`src/rtl/mem_bus_pkg.sv`:
```
// rtl/mem_bus_pkg.sv - shared memory-bus constants and copy-engine state encoding
package mem_bus_pkg;

   typedef enum logic [1:0] {
      ST_IDLE  = 2'd0,
      ST_READ  = 2'd1,
      ST_WRITE = 2'd2,
      ST_DONE  = 2'd3
   } dma_state_t;

   localparam logic [31:0] PERIPH_BASE = 32'h0000_2000;
   localparam logic [31:0] STACK_BASE  = 32'h0000_3000;
   localparam logic [31:0] STACK_TOP   = 32'h0000_4000;

   localparam int unsigned WORD_BYTES = 4;
   localparam logic [31:0] WORD_STEP  = 32'(WORD_BYTES);

   // A byte address is usable for word transfers only when its low two bits are clear.
   function automatic logic is_word_aligned(input logic [31:0] addr);
      return (addr[1:0] == 2'b00);
   endfunction

endpackage

```
`src/rtl/mem_copy_dma.sv`:
```
// rtl/mem_copy_dma.sv - word-copy bus initiator sharing the data-memory port
module mem_copy_dma
   import mem_bus_pkg::*;
#(
   parameter int CNT_W     = 11,
   parameter int MAX_WORDS = 1024
) (
   input  logic             clk,
   input  logic             rst,
   input  logic             start,
   input  logic             abort,
   input  logic [31:0]      srcAddr,
   input  logic [31:0]      dstAddr,
   input  logic [CNT_W-1:0] wordCount,
   output logic [31:0]      address,
   output logic [31:0]      writeData,
   output logic             memRead,
   output logic             memWrite,
   input  logic [31:0]      readData,
   output logic             busy,
   output logic             done,
   output logic             error,
   output logic [CNT_W-1:0] wordsDone
);

   localparam logic [CNT_W-1:0] MAX_CNT = CNT_W'(MAX_WORDS);
   localparam logic [CNT_W-1:0] ONE_CNT = CNT_W'(1);

   dma_state_t       state_q, state_d;
   logic [31:0]      src_ptr_q, src_ptr_d;
   logic [31:0]      dst_ptr_q, dst_ptr_d;
   logic [CNT_W-1:0] remaining_q, remaining_d;
   logic [31:0]      data_buf_q, data_buf_d;
   logic [CNT_W-1:0] words_done_q, words_done_d;
   logic             err_q, err_d;

   // State and datapath registers; reset abandons any copy in progress.
   always_ff @(posedge clk or posedge rst) begin
      if (rst) begin
         state_q      <= ST_IDLE;
         src_ptr_q    <= '0;
         dst_ptr_q    <= '0;
         remaining_q  <= '0;
         data_buf_q   <= '0;
         words_done_q <= '0;
         err_q        <= 1'b0;
      end else begin
         state_q      <= state_d;
         src_ptr_q    <= src_ptr_d;
         dst_ptr_q    <= dst_ptr_d;
         remaining_q  <= remaining_d;
         data_buf_q   <= data_buf_d;
         words_done_q <= words_done_d;
         err_q        <= err_d;
      end
   end

   // Next-state and datapath update: one read then one write per word.
   always_comb begin
      state_d      = state_q;
      src_ptr_d    = src_ptr_q;
      dst_ptr_d    = dst_ptr_q;
      remaining_d  = remaining_q;
      data_buf_d   = data_buf_q;
      words_done_d = words_done_q;
      err_d        = err_q;

      unique case (state_q)
         ST_IDLE: begin
            // Abort carries no meaning here, so a coincident start always wins.
            if (start) begin
               err_d        = 1'b0;
               words_done_d = '0;
               if (!is_word_aligned(srcAddr) || !is_word_aligned(dstAddr) ||
                   (wordCount > MAX_CNT)) begin
                  err_d   = 1'b1;
                  state_d = ST_DONE;
               end else if (wordCount == '0) begin
                  state_d = ST_DONE;
               end else begin
                  src_ptr_d   = srcAddr;
                  dst_ptr_d   = dstAddr;
                  remaining_d = wordCount;
                  state_d     = ST_READ;
               end
            end
         end
         ST_READ: begin
            // The word is captured even when aborting; it is simply never written.
            data_buf_d = readData;
            src_ptr_d  = src_ptr_q + WORD_STEP;
            state_d    = abort ? ST_DONE : ST_WRITE;
         end
         ST_WRITE: begin
            // The responder commits on the negedge, so this word always counts.
            dst_ptr_d    = dst_ptr_q + WORD_STEP;
            remaining_d  = remaining_q - ONE_CNT;
            words_done_d = words_done_q + ONE_CNT;
            if ((remaining_q == ONE_CNT) || abort) begin
               state_d = ST_DONE;
            end else begin
               state_d = ST_READ;
            end
         end
         ST_DONE: begin
            state_d = ST_IDLE;
         end
         default: begin
            state_d = ST_IDLE;
         end
      endcase
   end

   // Bus and status outputs decode from registered state only, never from inputs.
   always_comb begin
      address   = '0;
      writeData = '0;
      memRead   = 1'b0;
      memWrite  = 1'b0;
      unique case (state_q)
         ST_READ: begin
            address = src_ptr_q;
            memRead = 1'b1;
         end
         ST_WRITE: begin
            address   = dst_ptr_q;
            writeData = data_buf_q;
            memWrite  = 1'b1;
         end
         default: begin
            address = '0;
         end
      endcase
   end

   assign busy      = (state_q != ST_IDLE);
   assign done      = (state_q == ST_DONE);
   assign error     = (state_q == ST_DONE) && err_q;
   assign wordsDone = words_done_q;

endmodule

```
`config.mk`:
```
export PLATFORM = sky130hd
export DESIGN_NAME = mem_copy_dma
export DESIGN_NICKNAME = d
export VERILOG_FILES = /design/src/rtl/mem_bus_pkg.sv /design/src/rtl/mem_copy_dma.sv
export SDC_FILE = /design/constraint.sdc
export NUM_CORES = 1
export LEC_CHECK = 0
export ABC_AREA = 0
export BUFFER_PORTS_ARGS = -buffer_cell sky130_fd_sc_hd__buf_4
export CORE_MARGIN = 2
export CORE_UTILIZATION = 35
export CTS_BUF_LIST = sky130_fd_sc_hd__clkbuf_8
export CTS_CLUSTER_SIZE = 25
export DETAILED_ROUTE_END_ITERATION = 8
export PLACE_DENSITY = 0.57
export SYNTH_ARGS = -nofsm -noshare
export SYNTH_HDL_FRONTEND = slang
export SYNTH_SLANG_ARGS = --single-unit
```
`constraint.sdc`:
```
create_clock -name clk -period 5.6 [get_ports clk]
set_input_delay 1.12 -clock clk [delete_from_list [all_inputs] [get_ports clk]]
set_output_delay 1.12 -clock clk [all_outputs]
set_load 0.01 [all_outputs]
```
**Word level (Yosys, flattened, before mapping)**

Index checks and enable logic that the tools add are counted.

- Eq/ne operators: 7
- $add $sub $neg: 4
- Magnitude comparators: 1
- Multiplexer cells: 25
- Reduce and logical (&&, ||, !) cells: 17

Operator list:

| kind | count |
|---|---|
| 32-bit 2-to-1 mux | 7 |
| 32-bit case mux with 2 select lines | 3 |
| 32-bit by 3-bit adder with 32-bit output (second input constant) | 2 |
| 11-bit 2-to-1 mux | 4 |
| 11-bit case mux with 2 select lines | 2 |
| 11-bit by 1-bit adder with 11-bit output (second input constant) | 1 |
| 11-bit by 1-bit equality test with 1-bit output (second input constant) | 1 |
| 11-bit greater-than comparator (second input constant) | 1 |
| 11-bit zero test | 1 |
| 11-bit by 1-bit subtractor with 11-bit output (second input constant) | 1 |
| 2-bit 2-to-1 mux | 4 |
| 2-bit case mux with 4 select lines | 1 |
| 4-bit AND reduction | 2 |
| 2-bit zero test | 3 |
| 2-bit inequality test (second input constant) | 3 |
| 2-bit nonzero test | 3 |
| 2-bit equality test (second input constant) | 2 |
| 1-bit 2-to-1 mux | 4 |
| 2-bit AND reduction | 2 |
| 1-bit logical OR | 3 |
| 2-bit by 1-bit equality test with 1-bit output (second input constant) | 1 |
| 1-bit zero test | 2 |
| 1-bit logical AND | 1 |

- Word-level logic and storage cells: 61
- Input bits: 111
- Register bits: 121
- Output and inout bits: 80

**Longest topological paths before layout**

Gate-level depths: netlist of the first run.

- Depth in word-level cells: 7
- Depth in mapped cells: 9
- Depth with buffers taken out: 7

**Least setup slack after synthesis of the first run**

Ideal clock, no wire load.

- Path kind: flip-flop to output port
- From: register state_q[0]
- To: output address[10]
- Cell stages (with the launch flop): 8
- Slack: 2.472 ns
- Path buffers: 3
- Data arrival time: 2.008 ns
- Cells stage by stage: dfrtp_1 -> inv_1 -> ha_1 -> clkbuf_1 -> clkbuf_1 -> clkbuf_1 -> nand2_1 -> a21boi_0

- Word-level cells in the longest chain between the ends: 2

RTL lines:

| what | line | text |
|---|---|---|
| start: declaration | mem_copy_dma.sv:29 | `dma_state_t state_q, state_d;` |
| start signal: assignment | mem_copy_dma.sv:48 | `state_q <= state_d;` |
| 2-bit equality test / 2-bit by 1-bit equality test with 1-bit output (equally long branches) | mem_copy_dma.sv:120 | `unique case (state_q)` |
| 32-bit case mux with 2 select lines * | mem_copy_dma.sv:120 |  |
| end: declaration | mem_copy_dma.sv:15 | `output logic [31:0] address,` |

Mark *: on every way between the ends. The rest lies on a longest branch, timed or not.

**Final worst setup path of the first run**

- From: register state_q[0]
- To: output address[21]

Same word-level chain as after synthesis.

==> results.yml, run 1 <==
sta:
  finalClockSkew_ns: 0.0159
  finalSetupTns_ns: 0
  whs_ns: 0.502
  worst_pin_slew_ns: 1.17
  timing.fmax_mhz: 265
  rsz0062_at_grt: "no"
  drv_slew: 0
  hold_viol_final: 0
  slew_headroom: 0.212
  finalSetupViolations: 0
  fin_ws_ns: 1.83
  post-route-period-util: 0.674
  min_period_ns: 3.77
layout:
  design_area_mm2: 0.00961
  n_antenna_cell: 0
  final_nets: 1122
  syn2layout_area_growth_pct: 26.9
  postLayoutCoreUtil: 0.454
  stdcell_count: 1289
  n_fill_cell: 2128
  layout_common_cells: "196 x buf_4, 121 x dfrtp_1, 88 x a21oi_1, 73 x nand2_1, 43 x o21ai_0"
  layout-drive-gt1-share: 0.293
  final_common_cell: "buf_4"
floorplan:
  die-area_mm2: 0.0228
  fp-row-count: 53
  core_mm2: 0.0212
  fp.dieH_um: 151
  ios: 191
  start_util: 0.358
  dieWidth_um: 151
grt:
  grt.total_usage: 0.210
  grt_pass1_wl_um: 37000
  grt_pass1_vias: 6588
  antenna_found_initial: 0
  grt-ovfl-total: 0
  grt_max_degree: 111
clock_network:
  hold_buffers: 0
  clk_pin_slew_ns: 0.08
  clock_sinks: 121
  clockRootBuffer: "clkbuf_8"
  post_cts_buffers: 0
  cts_tree: "built"
  h-tree-depth: 4
  clock_latency_ns: 0.46
  cts_buffer_depth: 2
  cts_resized: 0
  numCtsBuffers: 17
synthesis:
  postSynthAreaPerCell_um2: 8.97
  synth_edf_count: 0
  syn_area_mm2: 0.00757
  yosysWarnings: 0
  synth_nets: 965
  synth_top_cell_by_area: "dfrtp_1"
  synthArstFlopShare: 1.00
  ys_types: 70
  synth_ff_type: "dfrtp_1"
  synthTopCellsByArea: "dfrtp_1 40%, a21oi_1 5.8%, mux2_2 4.9%, nand2_1 3.6%, and2_1 3.1%"
  synth_top_area_share: 0.400
  postSynthCellCount: 844
  seq_area_frac_synth: 0.400
  synth-seq-cells: 121
drt:
  final_antenna_net_count: 0
  drt_iter0_markers: 596
  drcViolationCount: 0
  finalWirelength_um: 23900
  wire_per_inst_um: 18.5
  dr.pass1.iters: 5
  viasPerCell: 5.57
  vias: 7179
critical_path:
  reg2reg_from: "state_q[1]$_DFFE_PP0P_"
  critPathBufInv: 3
  worstSetupEndpointType: "output pin"
  max_stage_delay_ns: 0.46
  path_delay_family: "buffers and inverters"
  required_ns: 4.48
  worst_setup_path_start_kind: "register"
  crit_arrival_ns: 2.65
  worstSetupPathType: "reg -> out"
  rrSetupSlack_ns: 2.30
  path_max_fanout: 110
  slowest_stage: "ha_4"
  reg2regPathDepth: 5
  timing.rr.end: "src_ptr_q[20]$_DFFE_PP0P_"
  crit_start: "state_q[0]$_DFFE_PP0P_"
  path_cells: "inv_1, ha_4, buf_12, nand2_1, a21boi_0, buf_4"
run:
  drv_cap: 0
worst_hold_path:
  hold_depth: 1
  whs_endpoint: "src_ptr_q[1]$_DFFE_PP0P_"
  hold_path_class: "reg -> reg"
  hold_path_startpoint: "src_ptr_q[1]$_DFFE_PP0P_"
power_and_ir_drop:
  vdd_drop_max_uv: 263
  powerDensity_mw_per_mm2: 571
  p_leak_nw: 4.01
  finalPower_mw: 5.48
placed_design:
  gp_congestion: 0.812
  dpl.hpwl_um: 16700
  dpl_cell_area_mm2: 0.00917
  numPortBuffers: 190
  place_ws_ns: 2.06
  place_inst: 1257
run_status:
  outcome: "finished, final reports clean"
-- cells in the mapped netlist, types with 4 or more instances --
cell and instances:
o22ai_1 24, mux2_1 4, buf_1 4, nor4_1 6, nand2_1 73, nor4_4 5
dfrtp_1 121, o211ai_1 4, nor3_1 14, o22a_1 7, mux2i_1 7, o21ai_1 14
o2bb2a_1 5, nand2b_1 8, and2_1 38, clkbuf_1 38, and4_1 5, o2bb2a_2 8
nor2b_1 24, mux2_2 33, a22oi_1 19, nor2_1 40, a21boi_0 16, or2_2 4
or3_1 7, nand3_1 39, o21ai_0 43, inv_1 13, buf_4 6, a21oi_1 88
buf_2 9, and3_1 13, nand4_1 26, ha_1 10, a31oi_1 10, a41oi_1 6
-- state kept, by name (all words and copies together) (netlist names) --
register	count
state_q	2
src_ptr_q	32
err_q	1
wordsDone	11
dst_ptr_q	32
remaining_q	11
data_buf_q	32
-- final cells by class --
cell class,instances,area [um^2],area share
repair buffers,197,1490,0.155
well taps,275,344,0.0358
clock buffers,17,234,0.0243
flip-flops and latches,121,3030,0.315
clock inverters,15,203,0.0211
multi-input cells,649,4250,0.442
inverters,15,58.8,0.00612
-- worst max path at each step --
stage,end,slack (ns),cells past startpoint
after floorplan,data_buf_q[0]$_DFFE_PP0P_,1.27,1
after global placement,src_ptr_q[16]$_DFFE_PP0P_,2.08,5
after detailed placement,src_ptr_q[20]$_DFFE_PP0P_,2.06,5
after CTS,address[21],1.78,6
after global routing,address[31],1.65,5
final,address[21],1.83,6
-- power breakdown --
part           switching [mW]  internal, mW  total (mW)
sequential              0.456          1.28        1.74
clock                   0.445         0.459       0.905
combinational            1.57          1.27        2.84
-- per-layer routing --
metal | routed length (um) | global-route usage | vias up
met1 | 11200 | 0.311 | 3484
met3 | 1490 | 0.0434 | 22
met5 | 0 | 0 | -
li1 | - | - | 3464
met2 | 10900 | 0.312 | 209
met4 | 314 | 0.0523 | 0
-- kinds of logic after synthesis --
group           share of synthesized area
xor+xnor                          0.00578
simple gates                        0.235
compound gates                      0.235
flops                               0.400
mux                                0.0643
buf+inv                            0.0431
fa+ha+maj                          0.0165
No activity file was read; power rests on OpenSTA's default activity.
==> run 2: changes to the inputs <==
clock period = 3.91 ns   (was 5.6 ns; I/O delays follow)
==> run 2 against run 1 <==
Combinational power up 44%. Power up 41%. Global-route usage down 0.16 points. Non-clock buffer count up 10. Critical path depth unchanged. Clock skew down 0.0018 ns. Setup slack worse by 1.3 ns. Cell count up 0.78%. Design area up 0.25%. Die area unchanged. Clock-buffer cell count unchanged. Wire length down 1.3%. Largest cell class unchanged.
==> results.yml, run 2 (synthesis gave the netlist of run 1 again) <==
power_and_ir_drop:
  finalPower_mw: 7.71
  powerDensity_mw_per_mm2: 800
  vdd_drop_max_uv: 355
  seqPwrFrac: 0.325
  p_leak_nw: 4.03
  netSwitchingPower_mw: 3.55
  power.share.clock: 0.144
  p_sw_frac: 0.460
  combPwrFrac: 0.531
  internal_power_mw: 4.16
sta:
  post-route-period-util: 0.865
  slew_headroom: 0.326
  finalClockSkew_ns: 0.0140
  whs_ns: 0.483
  rsz0062_at_grt: "no"
  finalSetupTns_ns: 0
  finalSetupViolations: 0
  worst_pin_slew_ns: 1.01
  timing.fmax_mhz: 296
  hold_viol_final: 0
  min_period_ns: 3.38
  drv_slew: 0
grt:
  grt_pass1_wl_um: 37200
  grt_max_degree: 78
  grt.total_usage: 0.208
  grt-ovfl-total: 0
  antenna_found_initial: 0
  grt_pass1_vias: 6733
critical_path:
  rrSetupSlack_ns: 1.07
  reg2reg_from: "state_q[0]$_DFFE_PP0P_"
  worstSetupEndpointType: "output pin"
  crit_arrival_ns: 2.60
  required_ns: 3.13
  setup.worst_path.end: "address[14]"
  worstSetupPathType: "reg -> out"
  crit_start: "state_q[0]$_DFFE_PP0P_"
  timing.rr.end: "dst_ptr_q[13]$_DFFE_PP0P_"
  reg2regPathDepth: 8
  worst_setup_path_start_kind: "register"
  path_max_fanout: 55
floorplan:
  die-area_mm2: 0.0228
  ios: 191
  fp-row-count: 53
  core_mm2: 0.0212
  start_util: 0.358
  fp.dieH_um: 151
  dieWidth_um: 151
layout:
  regArea_mm2: 0.00303
  multi_input_area_mm2: 0.00426
  final_common_cell: "buf_4"
  stdcell_count: 1299
  biggestRegsByFlops: "data_buf_q (32), dst_ptr_q (32), src_ptr_q (32)"
  syn2layout_area_growth_pct: 27.2
  n_fill_cell: 2093
  layout-drive-gt1-share: 0.300
  final_nets: 1132
  n_antenna_cell: 0
  layout_common_cells: "206 x buf_4, 121 x dfrtp_1, 88 x a21oi_1, 73 x nand2_1, 43 x o21ai_0"
placed_design:
  place_inst: 1267
  gp_congestion: 0.813
  dpl.hpwl_um: 16800
  numPortBuffers: 190
clock_network:
  numCtsBuffers: 17
  cts_resized: 0
  hold_buffers: 0
  h-tree-depth: 4
  cts_tree: "built"
  clock_sinks: 121
  clockRootBuffer: "clkbuf_8"
  clock_latency_ns: 0.46
  cts_buffer_depth: 2
  clk_pin_slew_ns: 0.10
  post_cts_buffers: 0
run_status:
  outcome: "finished, final reports clean"
drt:
  final_antenna_net_count: 0
  drt_iter0_markers: 447
  finalWirelength_um: 23600
  dr.pass1.iters: 5
  drcViolationCount: 0
  wire_per_inst_um: 18.2
  vias: 7251
  viasPerCell: 5.58
worst_hold_path:
  hold_path_class: "in -> async"
run:
  drv_cap: 0
[run 2: cell types whose count changed in the layout (fill, tap and decap cells not counted), sizes merged]
cell      before  now
bufinv         3    0
inv           22   24
clkinvlp       2    3
buf          197  207
[run 2: power by group through the flow]
stage               Combinational (mW)  Sequential [mW]  Clock [mW]
CTS                               4.12             2.49        1.15
detailed placement                4.10             2.51           0
finish                            4.10             2.50        1.11
global route                      4.51             2.60        1.20
global placement                  4.06             2.50           0
floorplan                         2.84             2.27           0
[run 2: worst max-delay path, cell delays in order (launching register included)]
cell	delay [ns]
dfrtp_1	0.43
inv_1	0.21
ha_4	0.56
buf_4	0.42
nand2_1	0.09
a21boi_0	0.25
buf_4	0.17
[run 2: worst min path at each step]
| stage | from | end | slack [ns] | cells past startpoint |
|---|---|---|---|---|
| after detailed placement | remaining_q[10]$_DFFE_PP0P_ | remaining_q[10]$_DFFE_PP0P_ | 0.48 | 1 |
| after floorplan | remaining_q[10]$_DFFE_PP0P_ | remaining_q[10]$_DFFE_PP0P_ | 0.45 | 1 |
| after global placement | src_ptr_q[1]$_DFFE_PP0P_ | src_ptr_q[1]$_DFFE_PP0P_ | 0.48 | 1 |
| final | rst | data_buf_q[3]$_DFFE_PP0P_ | 0.48 | 2 |
| after CTS | rst | data_buf_q[9]$_DFFE_PP0P_ | 0.49 | 2 |
| after global routing | rst | data_buf_q[3]$_DFFE_PP0P_ | 0.52 | 2 |
[run 2: routing by layer]
metal  vias up  track usage  part of all wire
met3        13       0.0470             0.064
met2       219        0.320              0.46
met4         0       0.0416            0.0085
met1      3538        0.301              0.47
li1       3481            -                 -
met5         -            0                 0
[run 2: cell type report]
cell class,instances,area share
timing repair buffer,207,0.163
clock buffer,17,0.0243
tap,275,0.0357
inverter,15,0.00623
clock inverter,15,0.0147
multi-input combinational,649,0.442
sequential,121,0.314
[run 2: per-stage QoR]
stage | util | setup WS, ns | cell area [um^2]
finish | 0.455 | 0.527 | 9630
CTS | 0.455 | 0.466 | 9630
floorplan | - | 1.12 | 7580
global route | 0.455 | 0.316 | 9630
global placement | 0.438 | 0.978 | 9260
detailed placement | 0.438 | 0.948 | 9260
==> run 3: changes to the inputs <==
ABC_AREA = 1   (was 0)
CORE_UTILIZATION = 45   (was 35)
PLACE_DENSITY = 0.68   (was 0.57)
==> run 3 against run 2 <==
The flow now finishes with violations (DRC). Die area shrank 14%. Wire length grew 5.5%. Setup slack gained 0.11 ns. Global-route usage grew 4.9 points. Maximum frequency grew 3.5%. Hold slack lost 0.046 ns. Largest cell class unchanged. Highest routed layer unchanged.
==> results.yml, run 3 <==
run_status:
  outcome: "finished, violations left"
  failed_checks: "DRC"
synthesis:
  yosysWarnings: 0
  yosys.cell_count.top_type: "nand2_1"
  synth_top_family_by_area: "simple AND/OR/NAND/NOR gates"
  synth_nets: 1437
  synthTopCellsByArea: "dfrtp_1 36%, nand2_1 26%, nand3_1 6.2%, inv_1 5.9%, nor2_1 5.2%"
  postSynthAreaPerCell_um2: 6.33
  synth_ff_type: "dfrtp_1"
  synth_top_cell_by_area: "dfrtp_1"
  netlist_top_cells_count: "577 x nand2_1, 132 x inv_1, 121 x dfrtp_1, 116 x nor2_1, 104 x nand3_1"
  synth-compound-area-share: 0.0916
  ys_types: 38
  yosys.area_share.adder: 0.0150
  postSynthCellCount: 1316
  synth-simple-area-share: 0.432
  synth_top_area_share: 0.363
  synth-seq-cells: 121
  synthArstFlopShare: 1.00
  syn_area_mm2: 0.00834
  synth_edf_count: 0
  seq_area_frac_synth: 0.363
  synthXorXnorAreaFrac: 0.00315
  synth.area.mux_share: 0
power_and_ir_drop:
  p_leak_nw: 5.43
  finalPower_mw: 7.42
  vdd_drop_max_uv: 500
  powerDensity_mw_per_mm2: 722
drt:
  finalWirelength_um: 24900
  drt_iter0_markers: 675
  viasPerCell: 5.10
  final_antenna_net_count: 0
  vias: 8815
  dr.pass1.iters: 9
  drcViolationCount: 11
  wire_per_inst_um: 14.4
layout:
  design_area_mm2: 0.0103
  stdcell_count: 1728
  postLayoutCoreUtil: 0.568
  syn2layout_area_growth_pct: 23.2
  final_common_cell: "nand2_1"
  biggestRegsByFlops: "data_buf_q (32), dst_ptr_q (32), src_ptr_q (32)"
  final_nets: 1607
  layout-drive-gt1-share: 0.184
  n_antenna_cell: 0
  layout_common_cells: "577 x nand2_1, 202 x buf_4, 130 x inv_1, 121 x dfrtp_1, 116 x nor2_1"
grt:
  grt.total_usage: 0.257
  grt_max_degree: 70
  antenna_found_initial: 0
  grt-ovfl-total: 0
  grt_pass1_vias: 8077
  grt_pass1_wl_um: 40600
floorplan:
  dieWidth_um: 140
  fp.dieH_um: 140
  die-area_mm2: 0.0196
  fp-row-count: 49
  start_util: 0.461
  core_mm2: 0.0181
  ios: 191
critical_path:
  crit_arrival_ns: 2.49
  worstSetupEndpointType: "output pin"
  reg2regPathDepth: 7
  worstSetupPathType: "reg -> out"
  required_ns: 3.13
  timing.rr.end: "dst_ptr_q[5]$_DFFE_PP0P_"
  crit_start: "state_q[0]$_DFFE_PP0P_"
  reg2reg_from: "state_q[0]$_DFFE_PP0P_"
  rrSetupSlack_ns: 1.22
  path_max_fanout: 46
  worst_setup_path_start_kind: "register"
clock_network:
  clk_pin_slew_ns: 0.08
  h-tree-depth: 4
  clock_sinks: 121
  clockRootBuffer: "clkbuf_8"
  numCtsBuffers: 17
  cts_buffer_depth: 2
  cts_resized: 0
  post_cts_buffers: 0
  cts_tree: "built"
  clock_latency_ns: 0.45
  hold_buffers: 0
run:
  drv_cap: 0
sta:
  worst_pin_slew_ns: 0.943
  rsz0062_at_grt: "no"
  post-route-period-util: 0.836
  drv_slew: 0
  fin_ws_ns: 0.642
  timing.fmax_mhz: 306
  hold_viol_final: 0
  whs_ns: 0.438
  slew_headroom: 0.370
  min_period_ns: 3.27
  finalSetupViolations: 0
  finalClockSkew_ns: 0.0114
  finalSetupTns_ns: 0
worst_hold_path:
  hold_path_class: "in -> async"
placed_design:
  dpl.hpwl_um: 18100
  gp_congestion: 0.866
  place_ws_ns: 1.13
  numPortBuffers: 190
  dpl_cell_area_mm2: 0.00989
  place_inst: 1696
run 3: changes by cell type after synthesis, moves of 22 or more:
| cell | delta |
|---|---|
| and2_1 | -38 |
| nor2_1 | +76 |
| mux2_2 | -33 |
| o22ai_1 | -23 |
| a21oi_1 | -41 |
| inv_1 | +119 |
| nor2b_1 | -24 |
| nand3_1 | +65 |
| nand2_1 | +504 |
| clkbuf_1 | -22 |
run 3: cell families (layout without fill, tap and decap cells):
logic type      count (synthesis)  count (layout)
compound gates                135             135
xor+xnor                        3               3
fa+ha+maj                      10              10
buf+inv                       186             369
flops                         121             121
simple gates                  861             861
run 3: worst max-delay path by stage:
| stage | endpoint | cells past startpoint |
|---|---|---|
| after floorplan | address[3] | 7 |
| after global placement | address[0] | 6 |
| after detailed placement | address[0] | 6 |
| after CTS | address[0] | 6 |
| after global routing | address[0] | 6 |
| final | address[0] | 6 |
run 3: area by class of cell:
type / count / area (um^2)
Clock inverter: 15 / 153
Timing Repair Buffer: 203 / 1540
Sequential cell: 121 / 3030
Multi-Input combinational cell: 1009 / 4530
Inverter: 134 / 507
Fill cell: 1840 / 7810
Clock buffer: 17 / 234
Tap cell: 229 / 287
run 3: routing by layer:
layer  up-vias  track usage  part of all wire
met5         -            0                 0
met3        23       0.0568             0.075
met1      3984        0.362              0.47
li1       4486            -                 -
met4         0       0.0670             0.011
met2       322        0.403              0.45
run 3: power by group:
part / leakage, nW / switching (mW) / internal [mW] / total (mW)
registers: 1.52 / 0.590 / 1.81 / 2.40
logic: 3.72 / 2.52 / 1.37 / 3.88
clock network: 0.192 / 0.614 / 0.526 / 1.14
run 3: worst max-delay path, stage by stage (launching register included):
cell,delay (ns)
dfrtp_1,0.42
inv_1,0.19
ha_4,0.51
buf_4,0.47
nand2_1,0.09
a21oi_1,0.18
buf_4,0.16
